--- src/rtl/mux_types_pkg.sv ---
// Shared types for the memory arbiter slice.
// RAM handshake states, arbiter FSM states, defaults.
package mux_types_pkg;

  typedef enum logic [1:0] {
    FREE,
    BUSY,
    ACCESS,
    ERROR
  } ramstate_t;

  typedef enum logic [1:0] {
    ARB_IDLE,
    ARB_IGNT,
    ARB_DGNT
  } arb_state_t;

  localparam int STARVE_MAX_DEF = 4;

  function automatic logic ram_done(ramstate_t s);
    return (s == ACCESS) || (s == ERROR);
  endfunction

endpackage

--- src/rtl/memory_arbiter_if.sv ---
// Requester and RAM side signals of the memory arbiter.
// slave = arbiter view, master = caches/RAM view.
interface memory_arbiter_if;
  import mux_types_pkg::*;

  logic        iREN;
  logic [31:0] iaddr;
  logic        iwait;
  logic [31:0] iload;
  logic        dREN;
  logic        dWEN;
  logic [31:0] daddr;
  logic [31:0] dstore;
  logic        dwait;
  logic [31:0] dload;
  logic        ramREN;
  logic        ramWEN;
  logic [31:0] ramaddr;
  logic [31:0] ramstore;
  logic [31:0] ramload;
  ramstate_t   ramstate;
  logic        ramerr;

  modport slave (
    input  iREN, iaddr,
    input  dREN, dWEN, daddr, dstore,
    input  ramload, ramstate,
    output iwait, iload,
    output dwait, dload,
    output ramREN, ramWEN, ramaddr, ramstore,
    output ramerr
  );

  modport master (
    output iREN, iaddr,
    output dREN, dWEN, daddr, dstore,
    output ramload, ramstate,
    input  iwait, iload,
    input  dwait, dload,
    input  ramREN, ramWEN, ramaddr, ramstore,
    input  ramerr
  );

endinterface

--- src/rtl/arb_starve_ctr.sv ---
// Saturating count of data grants taken while a fetch waits.
// starved forces the next IDLE decision toward the fetch side.
module arb_starve_ctr #(
  parameter int MAX = 4,
  localparam int CW = $clog2(MAX + 1)
) (
  input  logic clk,
  input  logic nrst,
  input  logic inc,
  input  logic clr,
  output logic starved
);

  logic [CW-1:0] count;

  always_ff @(posedge clk) begin
    if (!nrst) begin
      count <= '0;
    end else if (clr) begin
      count <= '0;
    end else if (inc && !starved) begin
      count <= count + CW'(1);
    end
  end

  assign starved = (count == CW'(MAX));

endmodule

--- src/rtl/memory_arbiter.sv ---
// Single-port RAM arbiter: data side first, fetch guaranteed
// progress via starvation counter; one transaction in flight.
module memory_arbiter
  import mux_types_pkg::*;
#(
  parameter int STARVE_MAX = STARVE_MAX_DEF
) (
  input logic            CLK,
  input logic            nRST,
  memory_arbiter_if.slave bus
);

  arb_state_t state, nxt;

  logic ireq, dreq, done;
  logic in_i, in_d;
  logic icmp, dcmp;
  logic starved, inc, clr;

  assign ireq = bus.iREN;
  assign dreq = bus.dREN | bus.dWEN;
  assign done = ram_done(bus.ramstate);
  assign in_i = (state == ARB_IGNT);
  assign in_d = (state == ARB_DGNT);

  always_ff @(posedge CLK) begin
    if (!nRST) begin
      state <= ARB_IDLE;
    end else begin
      state <= nxt;
    end
  end

  // Owner is fixed until completion or until it withdraws.
  always_comb begin
    nxt = state;
    unique case (state)
      ARB_IDLE: begin
        if (dreq && !starved) begin
          nxt = ARB_DGNT;
        end else if (ireq) begin
          nxt = ARB_IGNT;
        end
      end
      ARB_IGNT: begin
        if (!ireq || done) begin
          nxt = ARB_IDLE;
        end
      end
      ARB_DGNT: begin
        if (!dreq || done) begin
          nxt = ARB_IDLE;
        end
      end
      default: nxt = ARB_IDLE;
    endcase
  end

  assign inc = (state == ARB_IDLE)
             && (nxt == ARB_DGNT) && ireq;
  assign clr = (state == ARB_IDLE)
             && ((nxt == ARB_IGNT) || !ireq);

  arb_starve_ctr #(
    .MAX (STARVE_MAX)
  ) u_ctr (
    .clk     (CLK),
    .nrst    (nRST),
    .inc     (inc),
    .clr     (clr),
    .starved (starved)
  );

  // Enables follow the owner's request so a withdrawal is seen at once.
  always_comb begin
    bus.ramREN   = 1'b0;
    bus.ramWEN   = 1'b0;
    bus.ramaddr  = '0;
    bus.ramstore = '0;
    unique case (1'b1)
      in_i: begin
        bus.ramREN  = ireq;
        bus.ramaddr = bus.iaddr;
      end
      in_d: begin
        bus.ramREN   = bus.dREN & ~bus.dWEN;
        bus.ramWEN   = bus.dWEN;
        bus.ramaddr  = bus.daddr;
        bus.ramstore = bus.dstore;
      end
      default: ;
    endcase
  end

  assign icmp = in_i && ireq && done;
  assign dcmp = in_d && dreq && done;

  assign bus.iwait  = ~icmp;
  assign bus.dwait  = ~dcmp;
  assign bus.iload  = bus.ramload;
  assign bus.dload  = bus.ramload;
  assign bus.ramerr = (icmp | dcmp)
                    && (bus.ramstate == ERROR);

endmodule

--- src/flat_wrapper.sv ---
// flat-port wrapper written by rule: the top's interface ports become plain ports
module memory_arbiter_flat import mux_types_pkg::*;
#(
  parameter int STARVE_MAX = STARVE_MAX_DEF
)
  (CLK, nRST, bus_iREN, bus_iaddr, bus_dREN, bus_dWEN, bus_daddr, bus_dstore, bus_ramload, bus_ramstate, bus_iwait, bus_iload, bus_dwait, bus_dload, bus_ramREN, bus_ramWEN, bus_ramaddr, bus_ramstore, bus_ramerr);
  memory_arbiter_if bus_i ();
  input logic CLK;
  input logic nRST;
  input wire logic [$bits(bus_i.iREN)-1:0] bus_iREN;
  input wire logic [$bits(bus_i.iaddr)-1:0] bus_iaddr;
  input wire logic [$bits(bus_i.dREN)-1:0] bus_dREN;
  input wire logic [$bits(bus_i.dWEN)-1:0] bus_dWEN;
  input wire logic [$bits(bus_i.daddr)-1:0] bus_daddr;
  input wire logic [$bits(bus_i.dstore)-1:0] bus_dstore;
  input wire logic [$bits(bus_i.ramload)-1:0] bus_ramload;
  input wire logic [$bits(bus_i.ramstate)-1:0] bus_ramstate;
  output wire logic [$bits(bus_i.iwait)-1:0] bus_iwait;
  output wire logic [$bits(bus_i.iload)-1:0] bus_iload;
  output wire logic [$bits(bus_i.dwait)-1:0] bus_dwait;
  output wire logic [$bits(bus_i.dload)-1:0] bus_dload;
  output wire logic [$bits(bus_i.ramREN)-1:0] bus_ramREN;
  output wire logic [$bits(bus_i.ramWEN)-1:0] bus_ramWEN;
  output wire logic [$bits(bus_i.ramaddr)-1:0] bus_ramaddr;
  output wire logic [$bits(bus_i.ramstore)-1:0] bus_ramstore;
  output wire logic [$bits(bus_i.ramerr)-1:0] bus_ramerr;
  assign bus_i.iREN = bus_iREN;
  assign bus_i.iaddr = bus_iaddr;
  assign bus_i.dREN = bus_dREN;
  assign bus_i.dWEN = bus_dWEN;
  assign bus_i.daddr = bus_daddr;
  assign bus_i.dstore = bus_dstore;
  assign bus_i.ramload = bus_ramload;
  assign bus_i.ramstate = bus_ramstate;
  assign bus_iwait = bus_i.iwait;
  assign bus_iload = bus_i.iload;
  assign bus_dwait = bus_i.dwait;
  assign bus_dload = bus_i.dload;
  assign bus_ramREN = bus_i.ramREN;
  assign bus_ramWEN = bus_i.ramWEN;
  assign bus_ramaddr = bus_i.ramaddr;
  assign bus_ramstore = bus_i.ramstore;
  assign bus_ramerr = bus_i.ramerr;
  memory_arbiter #(.STARVE_MAX(STARVE_MAX)) u_core (.CLK(CLK), .nRST(nRST), .bus(bus_i));
endmodule
--- config.mk ---
export PLATFORM = sky130hd
export DESIGN_NAME = memory_arbiter_flat
export DESIGN_NICKNAME = d
export VERILOG_FILES = /design/src/rtl/mux_types_pkg.sv /design/src/rtl/memory_arbiter_if.sv /design/src/rtl/arb_starve_ctr.sv /design/src/rtl/memory_arbiter.sv /design/src/flat_wrapper.sv
export SDC_FILE = /design/constraint.sdc
export NUM_CORES = 1
export LEC_CHECK = 0
export BUFFER_PORTS_ARGS = -buffer_cell sky130_fd_sc_hd__buf_2
export CAP_MARGIN = 15
export CORE_AREA = 2 2 104 106
export CTS_CLUSTER_DIAMETER = 50
export DETAILED_ROUTE_END_ITERATION = 12
export DIE_AREA = 0 0 106 108
export GPL_TIMING_DRIVEN = 0
export PLACE_DENSITY = 0.6
export SETUP_SLACK_MARGIN = 0.3
export SYNTH_ARGS = -nofsm -noshare
export SYNTH_HDL_FRONTEND = slang
export SYNTH_HIERARCHICAL = 1
export SYNTH_SLANG_ARGS = --single-unit
--- constraint.sdc ---
create_clock -name CLK -period 2.5 [get_ports CLK]
set_input_delay 0.375 -clock CLK [delete_from_list [all_inputs] [get_ports CLK]]
set_output_delay 0.375 -clock CLK [all_outputs]
set_load 0.03 [all_outputs]
==> impl_metrics.csv <==
group,metric,value,unit
die,initial_core_util,0.160,
cells_and_area,nFillCells,1107,
power_and_ir_drop,net_switching,0.545,mW
power_and_ir_drop,power_switching_share,0.502,
global_routing,pin_count_of_the_biggest_net_entering_global_routing,11,
global_routing,number_of_antenna_violations_at_the_first_check_in_global_routing,0,
worst_hold_path,worst_hold_path.endpoint,"u_core/u_ctr/count[1]",
worst_hold_path,min-delay-start,"nRST",
global_routing,grt_usage,0.107,
clocking,clk_pin_slew,40,ps
sta,final-setup-viol-count,0,
detailed_routing,iteration_0_drc_count_of_the_detailed_router,90,
detailed_routing,avgViaCountPerCell,3.92,
cells_and_area,register_area,103,um2
yosys,post_synth_main_area_contributors,"sky130_fd_sc_hd__buf_4, sky130_fd_sc_hd__a22oi_1, sky130_fd_sc_hd__and2_1",
critical_path,timing.reg2reg.setup_slack,440,ps
detailed_routing,drtPass1Iterations,4,
sta,final_min_period_over_clock_period,0.825,
critical_path,reg2regPathDepth,8,
yosys,yosys.cell_types.count,32,
sta,unrepaired_setup_endpoints_after_global_routing,"false",
sta,slew_viol_final,0,
cells_and_area,multi_input_combinational_cell_area,1020,um2
run_status,outcome,"completed",
placed_design,dpl.hpwl,6210,um
yosys,synth_sequential_area_ratio,0.0613,
sta,clock_period_minus_final_worst_setup_slack,2060,ps
cells_and_area,n_antenna_cell,0,
detailed_routing,detail-route-antenna-nets,0,
clocking,clk_latency_worst_skew_pair,220,ps
power_and_ir_drop,seqPwrFrac,0.085,
global_routing,grt_first_pass_wirelength,10200,um
die,die_outline_area,11400,um2
worst_hold_path,hold_depth,3,
placed_design,gp_routability_congestion,0.865,
clocking,tritoncts,"done",
die,core_area,10200,um2
critical_path,worstReg2RegEnd,"u_core/u_ctr/count[0]",
critical_path,path_class,"flop to output pin",
placed_design,port_buffers,235,
cells_and_area,area_growth_syn_to_layout,90.3,%
power_and_ir_drop,power_density,349,nW/um2
critical_path,critPathMaxFanout,10,
detailed_routing,detailroute.via_count,2349,
sta,setup-tns-final,0,ps
clocking,post-cts-setup-buffers,0,
placed_design,placed_cell_area,2980,um2
die,die_x,106,um
detailed_routing,remaining_drc_errors,0,
global_routing,globalRoute.totalOverflow,0,
sta,hold_viol_final,0,
power_and_ir_drop,vdd_ir_drop_max,0.000390,V
cells_and_area,layout.cell_area.non_filler,3110,um2
yosys,syn_area_per_cell,7.29,um2
die,floorplan.die.height,108,um
critical_path,timing.rr.start,"u_core/u_ctr/count[0]",
cells_and_area,layout.cells.most_common,"sky130_fd_sc_hd__buf_2",
clocking,clk_path_buf_depth,2,
global_routing,first_global_vias,2108,
yosys,cell_taking_the_most_area_after_synthesis,"sky130_fd_sc_hd__buf_4",
critical_path,cp_data_arrival_time,1690,ps
die,row_count,37,
flow_run,cap_violations,0,
yosys,mappedNetlistNets,365,
cells_and_area,final_nets,605,
cells_and_area,layout-drive-gt1-share,0.708,
critical_path,sort_of_element_at_the_end_of_the_critical_path,"output pin",
sta,fmax,485,MHz
die,count_of_boundary_i_o_pins,268,
critical_path,worst-endpoint-required,2120,ps
power_and_ir_drop,internal_power,0.540,mW
clocking,cts_buf_count,3,
detailed_routing,wl_per_cell,11.8,um
yosys,synth.yosys.warnings,6,
detailed_routing,drt_wl_total,7090,um
yosys,syn-cell-area,1630,um2
power_and_ir_drop,clock_power_share,0.138,
clocking,htree_num_levels,1,
sta,finalClockSkew,2.89,ps
worst_hold_path,holdCritPathClass,"input port to flop",
cells_and_area,mostFrequentLayoutCells,"sky130_fd_sc_hd__buf_2, sky130_fd_sc_hd__buf_4, sky130_fd_sc_hd__and2_1",
sta,worst_pin_slew,490,ps
yosys,synth_top_area_frac,0.294,
power_and_ir_drop,leak,1.77,nW
sta,max-slew-margin-rel,0.670,
yosys,post_synth_inst_count,224,
clocking,cts_hold_buffers,0,
yosys,number_of_flip_flops_and_latches_in_the_synthesized_netlist,5,
critical_path,startpoint_type,"flop",
power_and_ir_drop,power.share.combinational,0.777,
clocking,cts.root.buffer_cell,"sky130_fd_sc_hd__clkbuf_8",
clocking,cts_num_sinks,5,
## power groups by stage
| stage | clock network (mW) | registers (mW) | logic (mW) |
|---|---|---|---|
| 6_report | 0.150 | 0.0923 | 0.842 |
| 2_1_floorplan | 0 | 0.0897 | 0.563 |
| 4_1_cts | 0.153 | 0.0897 | 0.835 |
| 5_1_grt | 0.161 | 0.0931 | 0.906 |
| 3_3_place_gp | 0 | 0.0904 | 0.810 |
| 3_5_place_dp | 0 | 0.0908 | 0.822 |
## critical path: stages, from the launching register on
cell and delay (ps):
sky130_fd_sc_hd__dfxtp_2 360, sky130_fd_sc_hd__inv_2 80, sky130_fd_sc_hd__ha_1 180, sky130_fd_sc_hd__clkbuf_4 190, sky130_fd_sc_hd__clkbuf_4 200, sky130_fd_sc_hd__a22oi_1 200, sky130_fd_sc_hd__nor2b_1 60, sky130_fd_sc_hd__buf_2 190
## cells in the mapped netlist (all sizes together)
| master | number |
|---|---|
| nand2b | 1 |
| a21oi | 2 |
| a2111oi | 1 |
| o41ai | 1 |
| nand2 | 3 |
| and2 | 34 |
| mux2i | 2 |
| and4b | 1 |
| a2111o | 1 |
| clkbuf | 8 |
| nor4b | 1 |
| o21ai | 2 |
| a211oi | 1 |
| buf | 70 |
| nor2b | 32 |
| nand3 | 1 |
| a21o | 1 |
| a21boi | 3 |
| o21ba | 1 |
| dfxtp | 5 |
| o211ai | 1 |
| or3b | 1 |
| inv | 7 |
| o31ai | 1 |
| nand3b | 4 |
| a221oi | 1 |
| ha | 6 |
| a22oi | 32 |
## flip-flops by register name, indices dropped and copies added (netlist names)
register            cells
u_core/u_ctr/count      3
u_core/state            2
## cell type report
type / count / area share
Clock buffer: 4 / 0.0145
Multi-Input combinational cell: 134 / 0.329
Tap cell: 136 / 0.0548
Inverter: 7 / 0.00846
Sequential cell: 5 / 0.0330
Buffer: 78 / 0.181
Timing Repair Buffer: 235 / 0.379
## cell families after synthesis
| family | after synthesis | share of synthesized area |
|---|---|---|
| adders and majority gates | 6 | 0.0460 |
| DFF | 5 | 0.0613 |
| buffers and inverters | 85 | 0.346 |
| AOI/OAI and AO/OA | 48 | 0.228 |
| and+or+nand+nor | 78 | 0.306 |
| muxes | 2 | 0.0123 |
## per-stage QoR
| stage | cells | setup WS [ps] | hold slack (ps) | util | power (mW) |
|---|---|---|---|---|---|
| finish | 599 | 438 | 488 | 0.304 | 1.08 |
| CTS | 599 | 279 | 486 | 0.298 | 1.08 |
| global placement | 595 | 327 | 492 | 0.291 | 0.900 |
| detailed placement | 595 | 245 | 512 | 0.291 | 0.913 |
| floorplan | 224 | 371 | 479 | - | 0.652 |
| global route | 599 | 307 | 493 | 0.304 | 1.16 |
## repair_timing
action / in CTS / in global routing
pin swaps: 0 / 1
endpoints found under the setup margin: 62 / 65
gates resized for setup: 13 / 16
cloned: 0 / 0
## routing by layer
layer  share of wire  GRT usage
met5               0          0
met4               0    0.00282
met3           0.075     0.0139
met2            0.53      0.205
met1            0.40      0.135
## worst max path at each step
stage	start	to	slack, ps	cells after the start
finish	u_core/state[1]	bus_ramaddr[1]	440	7
global route	u_core/u_ctr/count[0]	u_core/u_ctr/count[0]	310	8
CTS	u_core/u_ctr/count[0]	u_core/u_ctr/count[0]	280	8
detailed placement	u_core/u_ctr/count[0]	u_core/u_ctr/count[0]	250	8
global placement	u_core/u_ctr/count[0]	u_core/u_ctr/count[1]	330	8
floorplan	u_core/state[1]	bus_ramerr	370	6
No activity file was read; power rests on OpenSTA's default activity.
